### config.mk
export PLATFORM = sky130hd
export DESIGN_NAME = piso_deb_ctrl
export DESIGN_NICKNAME = d
export VERILOG_FILES = /design/src/rtl/piso_deb_ctrl.sv
export SDC_FILE = /design/constraint.sdc
export NUM_CORES = 1
export LEC_CHECK = 0
export CAP_MARGIN = 10
export CORE_MARGIN = 2
export CORE_UTILIZATION = 50
export DETAILED_ROUTE_END_ITERATION = 7
export PLACE_DENSITY = 0.74
export SLEW_MARGIN = 20
export SYNTH_ARGS = -nofsm -noshare
export SYNTH_HDL_FRONTEND = slang
export SYNTH_SLANG_ARGS = --single-unit
### constraint.sdc
create_clock -name CLKEXT -period 2.3 [get_ports CLKEXT]
set_clock_uncertainty 0.2 [all_clocks]
set_input_delay 0.575 -clock CLKEXT [delete_from_list [all_inputs] [get_ports CLKEXT]]
set_output_delay 0.575 -clock CLKEXT [all_outputs]
set_load 0.01 [all_outputs]
### src/rtl/piso_deb_ctrl.sv
// rtl/piso_deb_ctrl.sv - debug PISO snapshot sequencer with byte FIFO and valid/ready host port
module piso_deb_ctrl #(
    parameter int NBYTES     = 12,
    parameter int FIFO_DEPTH = 4
) (
    input  logic       CLKEXT,
    input  logic       RST_GLO,
    input  logic       DBG_REQ,
    input  logic       DBG_ABORT,
    output logic       EN_PISO_DEB,
    output logic       CLR_PISO_DEB,
    output logic       SHIFT_DEB,
    input  logic [7:0] DEB_DIN,
    output logic [7:0] BYTE_OUT,
    output logic       BYTE_VALID,
    input  logic       BYTE_READY,
    output logic       BYTE_LAST,
    output logic [3:0] BYTE_IDX,
    output logic       DBG_BUSY,
    output logic       DBG_DONE
);

    localparam int PW = $clog2(FIFO_DEPTH);

    // Sized constants so every compare is width-exact
    localparam logic [3:0]  LP_NB     = 4'(NBYTES);
    localparam logic [3:0]  LP_NB_M1  = 4'(NBYTES - 1);
    localparam logic [PW:0] LP_FULL   = (PW + 1)'(FIFO_DEPTH);
    localparam logic [PW+1:0] LP_CRED = (PW + 2)'(FIFO_DEPTH);

    typedef enum logic [2:0] {
        ST_IDLE      = 3'd0,
        ST_CLEAR     = 3'd1,
        ST_CAPTURE   = 3'd2,
        ST_SHIFT     = 3'd3,
        ST_DRAIN     = 3'd4,
        ST_DONE      = 3'd5,
        ST_ABORT_CLR = 3'd6
    } state_t;

    state_t        r_state;
    logic [3:0]    r_issued;
    logic [3:0]    r_popped;
    logic          r_shift_d;
    logic [7:0]    r_mem [FIFO_DEPTH];
    logic [PW-1:0] r_wr_ptr;
    logic [PW-1:0] r_rd_ptr;
    logic [PW:0]   r_count;

    logic          w_empty;
    logic          w_push;
    logic          w_pop;
    logic          w_abort;
    logic          w_shift;
    logic [PW+1:0] w_occ;

    // A byte in flight (shift_d) already holds a FIFO slot, so it counts as credit used;
    // pops in this cycle are deliberately not credited so the strobe never depends on BYTE_READY.
    assign w_empty = (r_count == '0);
    assign w_push  = r_shift_d;
    assign w_pop   = !w_empty && BYTE_READY;
    assign w_abort = DBG_ABORT && (r_state != ST_IDLE);
    assign w_occ   = {1'b0, r_count} + {{(PW + 1){1'b0}}, r_shift_d};
    assign w_shift = (r_state == ST_SHIFT) && (r_issued < LP_NB) && (w_occ < LP_CRED);

    // Sequencer: strobe phases, issued-shift counter and host-side pop counter
    always_ff @(posedge CLKEXT) begin
        if (RST_GLO) begin
            r_state  <= ST_IDLE;
            r_issued <= '0;
            r_popped <= '0;
        end else if (w_abort) begin
            r_state <= ST_ABORT_CLR;
        end else begin
            if (w_pop) begin
                r_popped <= r_popped + 4'd1;
            end
            case (r_state)
                ST_IDLE: begin
                    if (DBG_REQ) begin
                        r_state  <= ST_CLEAR;
                        r_issued <= '0;
                        r_popped <= '0;
                    end
                end
                ST_CLEAR:   r_state <= ST_CAPTURE;
                ST_CAPTURE: r_state <= ST_SHIFT;
                ST_SHIFT: begin
                    if (w_shift) begin
                        r_issued <= r_issued + 4'd1;
                        if (r_issued == LP_NB_M1) begin
                            r_state <= ST_DRAIN;
                        end
                    end
                end
                ST_DRAIN: begin
                    if (!r_shift_d && w_empty && (r_popped == LP_NB)) begin
                        r_state <= ST_DONE;
                    end
                end
                ST_DONE:      r_state <= ST_IDLE;
                ST_ABORT_CLR: r_state <= ST_IDLE;
                default:      r_state <= ST_IDLE;
            endcase
        end
    end

    // FIFO control: byte capture one cycle after each shift, pointer/count bookkeeping, abort flush
    always_ff @(posedge CLKEXT) begin
        if (RST_GLO || w_abort) begin
            r_shift_d <= 1'b0;
            r_wr_ptr  <= '0;
            r_rd_ptr  <= '0;
            r_count   <= '0;
        end else begin
            r_shift_d <= w_shift;
            if (w_push) begin
                r_wr_ptr <= r_wr_ptr + 1'b1;
            end
            if (w_pop) begin
                r_rd_ptr <= r_rd_ptr + 1'b1;
            end
            case ({w_push, w_pop})
                2'b10:   r_count <= r_count + 1'b1;
                2'b01:   r_count <= r_count - 1'b1;
                default: r_count <= r_count;
            endcase
        end
    end

    // FIFO storage: data only, no reset needed since reads are gated by BYTE_VALID
    always_ff @(posedge CLKEXT) begin
        if (!RST_GLO && !w_abort && w_push) begin
            r_mem[r_wr_ptr] <= DEB_DIN;
        end
    end

    // The credit rule must make a push into a full FIFO unreachable
    a_no_overflow : assert property (@(posedge CLKEXT) disable iff (RST_GLO)
        !(w_push && (r_count == LP_FULL)));

    assign EN_PISO_DEB  = (r_state == ST_CAPTURE) || (r_state == ST_SHIFT) || (r_state == ST_DRAIN);
    assign CLR_PISO_DEB = (r_state == ST_CLEAR) || (r_state == ST_ABORT_CLR);
    assign SHIFT_DEB    = w_shift;
    assign BYTE_VALID   = !w_empty;
    assign BYTE_OUT     = w_empty ? 8'h00 : r_mem[r_rd_ptr];
    assign BYTE_IDX     = r_popped;
    assign BYTE_LAST    = !w_empty && (r_popped == LP_NB_M1);
    assign DBG_BUSY     = (r_state != ST_IDLE);
    assign DBG_DONE     = (r_state == ST_DONE);

endmodule
==> flow_metrics.py <==
metrics = {
    "run_status": {
        "run_status": "finished, violations left",
        "violations": "negative setup slack",
    },
    "grt": {
        "grt_pass1_wl_um": 7310,
        "grt_usage": 0.184,
        "grt_use_met2": 0.296,
        "grt.met3_usage": 0.0480,
        "grt_overflow": 0,
        "grt_util_met1": 0.245,
        "busiest_layer": "met2",
        "antenna_found_initial": 0,
        "first_global_vias": 1517,
        "grt_max_degree": 17,
    },
    "sta": {
        "slew_viol_final": 0,
        "setup_viol": 8,
        "tightest_slew_ns": 0.424,
        "setup_slack_ns": -0.0229,
        "tns_ns": -0.147,
        "fmax_mhz": 430,
        "period_share": 1.01,
        "fin_crit_ns": 2.32,
        "hold_viol": 0,
        "hold_slack_ns": 0.337,
        "max_slew_margin": 0.717,
        "rsz0062_at_grt": "true",
    },
    "finish": {
        "seqCellArea_um2": 1390,
        "drive_above_1_share": 0.280,
        "nFillCells": 360,
        "multi_input_area_um2": 942,
        "syn_to_final_growth_pct": 28.9,
        "insertedDiodeCount": 0,
        "fin_util": 0.662,
        "final_nets": 264,
        "finalNonFillerCells": 297,
        "final_cell_area_um2": 3110,
    },
    "synthesis": {
        "synth.distinct_cells": 40,
        "yosys_warnings": 0,
        "synth-edff-count": 32,
        "syn_inst": 188,
        "ys_top_cells_by_area": "edfxtp_1 (40%), dfxtp_1 (17%), mux4_2 (7.5%), ha_1 (4.2%), nor2_1 (3.3%)",
        "synthFlopType": "edfxtp_1",
        "syn_nets": 210,
        "synth_top_area_frac": 0.399,
        "yosysSeqAreaShare": 0.573,
        "synth_top_cell_by_area": "edfxtp_1",
        "synth_seq_cells": 53,
        "synth.cell_area_um2": 2410,
        "async_flop_share": 0,
        "syn_area_per_cell_um2": 12.8,
    },
    "critical_path": {
        "critPathKind": "reg2out",
        "crit_end": "BYTE_OUT[2]",
        "worst-r2r-cell-count": 9,
        "cp.arrival_ns": 1.55,
        "worstPathMaxFanout": 8,
        "cp-start-kind": "flip-flop",
        "regToRegSetupSlack_ns": 0.19,
        "max_stage_delay_ns": 0.50,
        "worstPathCellList": "buf_12 -> mux4_2 -> and2_4 -> buf_6",
        "worstPathRequired_ns": 1.52,
        "worstSetupEndpointType": "output port",
        "reg2reg_to": "r_count[2]",
        "cp_slowest_cell": "mux4_2",
        "r2r_start": "r_count[2]",
    },
    "routing": {
        "drc": 0,
        "drt_wl_total_um": 4410,
        "drt_pass1_iterations": 4,
        "dr.first_iter.drc_count": 66,
        "ant_nets": 0,
        "wire_per_inst_um": 14.8,
        "vias": 1562,
        "vias_per_cell": 5.26,
    },
    "place": {
        "placed_cells": 289,
        "port_buffers": 31,
        "dp_slack_ns": -0.353,
        "placed_area_um2": 2980,
        "post-dp-hpwl_um": 3220,
        "gp_congestion": 0.890,
    },
    "die": {
        "io_pins": 32,
        "die_h_um": 73.4,
        "die_w_um": 73.4,
        "core_area_um2": 4690,
        "die-area_um2": 5390,
        "placementRows": 25,
        "start_util": 0.514,
    },
    "clock_network": {
        "htreeDepth": 2,
        "clk_latency_ns": 0.31,
        "cts.sinks": 53,
        "cts_tree": "built",
        "numCtsBuffers": 5,
        "cts_setup_buffers": 0,
        "clk_path_buf_depth": 2,
        "ctsRootBufferMaster": "clkbuf_8",
        "clk_pin_slew_worst_paths_ns": 0.09,
    },
    "power": {
        "power.leakage_nw": 1.20,
        "max-vdd-ir-drop_mv": 0.592,
        "finalPower_mw": 2.31,
        "cellPowerDensity_nw_per_um2": 742,
    },
    "run": {
        "maxCapViolations": 0,
    },
    "min_path": {
        "hold_path_class": "reg2reg",
    },
}
[cells in the mapped netlist, types with 2 or more instances]
library cell  count
a21oi_1           7
a31oi_1           2
and2_1           10
and3_1            5
buf_2             3
buf_4             2
buf_6             2
clkbuf_1          2
dfxtp_1          21
edfxtp_1         32
ha_1              8
inv_1            13
mux2i_1           3
mux4_2            8
nand2_1           5
nand2b_1          3
nand3_1           5
nand3b_1          2
nand4_1           4
nor2_1           21
nor3_1            2
or3_1             2
xnor2_1           4
xor2_1            6
[cell type report]
type / count / share of cell area
Sequential cell: 53 / 0.448
Multi-Input combinational cell: 113 / 0.303
Timing Repair Buffer: 56 / 0.176
Clock buffer: 6 / 0.0234
Tap cell: 54 / 0.0218
Inverter: 13 / 0.0157
Clock inverter: 2 / 0.0125
[how the worst min path moves through the flow]
stage / to / cells after the start / startpoint
floorplan: r_issued[3] / 1 / r_issued[3]
global placement: r_issued[3] / 1 / r_issued[3]
detailed placement: r_count[2] / 2 / r_count[2]
CTS: r_count[2] / 2 / r_count[2]
global route: r_count[2] / 2 / r_count[2]
finish: r_count[2] / 2 / r_count[2]
[state kept, by name, indices dropped and copies added, names as in the netlist, named ones only]
| name | flops |
|---|---|
| r_mem | 32 |
| BYTE_IDX | 4 |
| r_count | 3 |
| r_wr_ptr | 2 |
| r_rd_ptr | 2 |
| r_shift_d | 1 |
| r_state | 3 |
| r_issued | 4 |
[kinds of logic (layout without fill, tap and decap cells)]
kind of cell / after synthesis / count (layout) / share of synthesized area
AOI/OAI and AO/OA: 20 / 20 / 0.0696
xor gates and xnor gates: 10 / 10 / 0.0363
adders and majority gates: 9 / 9 / 0.0498
buffers and inverters: 22 / 77 / 0.0452
DFF: 53 / 53 / 0.573
muxes: 11 / 11 / 0.0872
and+or+nand+nor: 63 / 63 / 0.139
[worst max-delay path: cells and delay by family, from the launching register on]
family | cells | cell delay, ns
muxes | 1 | 0.50
DFF | 1 | 0.35
buffers and inverters | 2 | 0.24
and+or+nand+nor | 1 | 0.15
[cells in the final DEF (no fill, tap or decap), drive strengths merged, types with 2 or more instances in the layout]
| cell type | n |
|---|---|
| a21oi | 8 |
| a31oi | 2 |
| and2 | 10 |
| and3 | 5 |
| buf | 33 |
| clkbuf | 6 |
| clkdlybuf4s50 | 15 |
| dfxtp | 21 |
| dlygate4sd2 | 7 |
| edfxtp | 32 |
| ha | 8 |
| inv | 13 |
| mux2i | 3 |
| mux4 | 8 |
| nand2 | 5 |
| nand2b | 3 |
| nand3 | 5 |
| nand3b | 2 |
| nand4 | 4 |
| nor2 | 21 |
| nor3 | 3 |
| o21bai | 2 |
| or3 | 2 |
| xnor2 | 4 |
| xor2 | 6 |
[metal layers]
metal / vias up / part of all wire
li1: 781 / -
met1: 748 / 0.46
met2: 28 / 0.49
met3: 5 / 0.040
met4: 0 / 0.011
met5: - / 0
[power breakdown]
group / internal, mW / total, mW / switching (mW)
combinational: 0.288 / 0.577 / 0.289
sequential: 1.05 / 1.10 / 0.0553
clock: 0.327 / 0.627 / 0.300
[what timing repair did]
| action | in CTS | in global routing |
|---|---|---|
| hold buffers | 0 | 0 |
| endpoints found under the setup margin | 16 | 9 |
| pin swaps | 9 | 1 |
| resized for setup | 53 | 7 |
| cloned | 0 | 0 |
No activity file was read; power rests on OpenSTA's default activity.
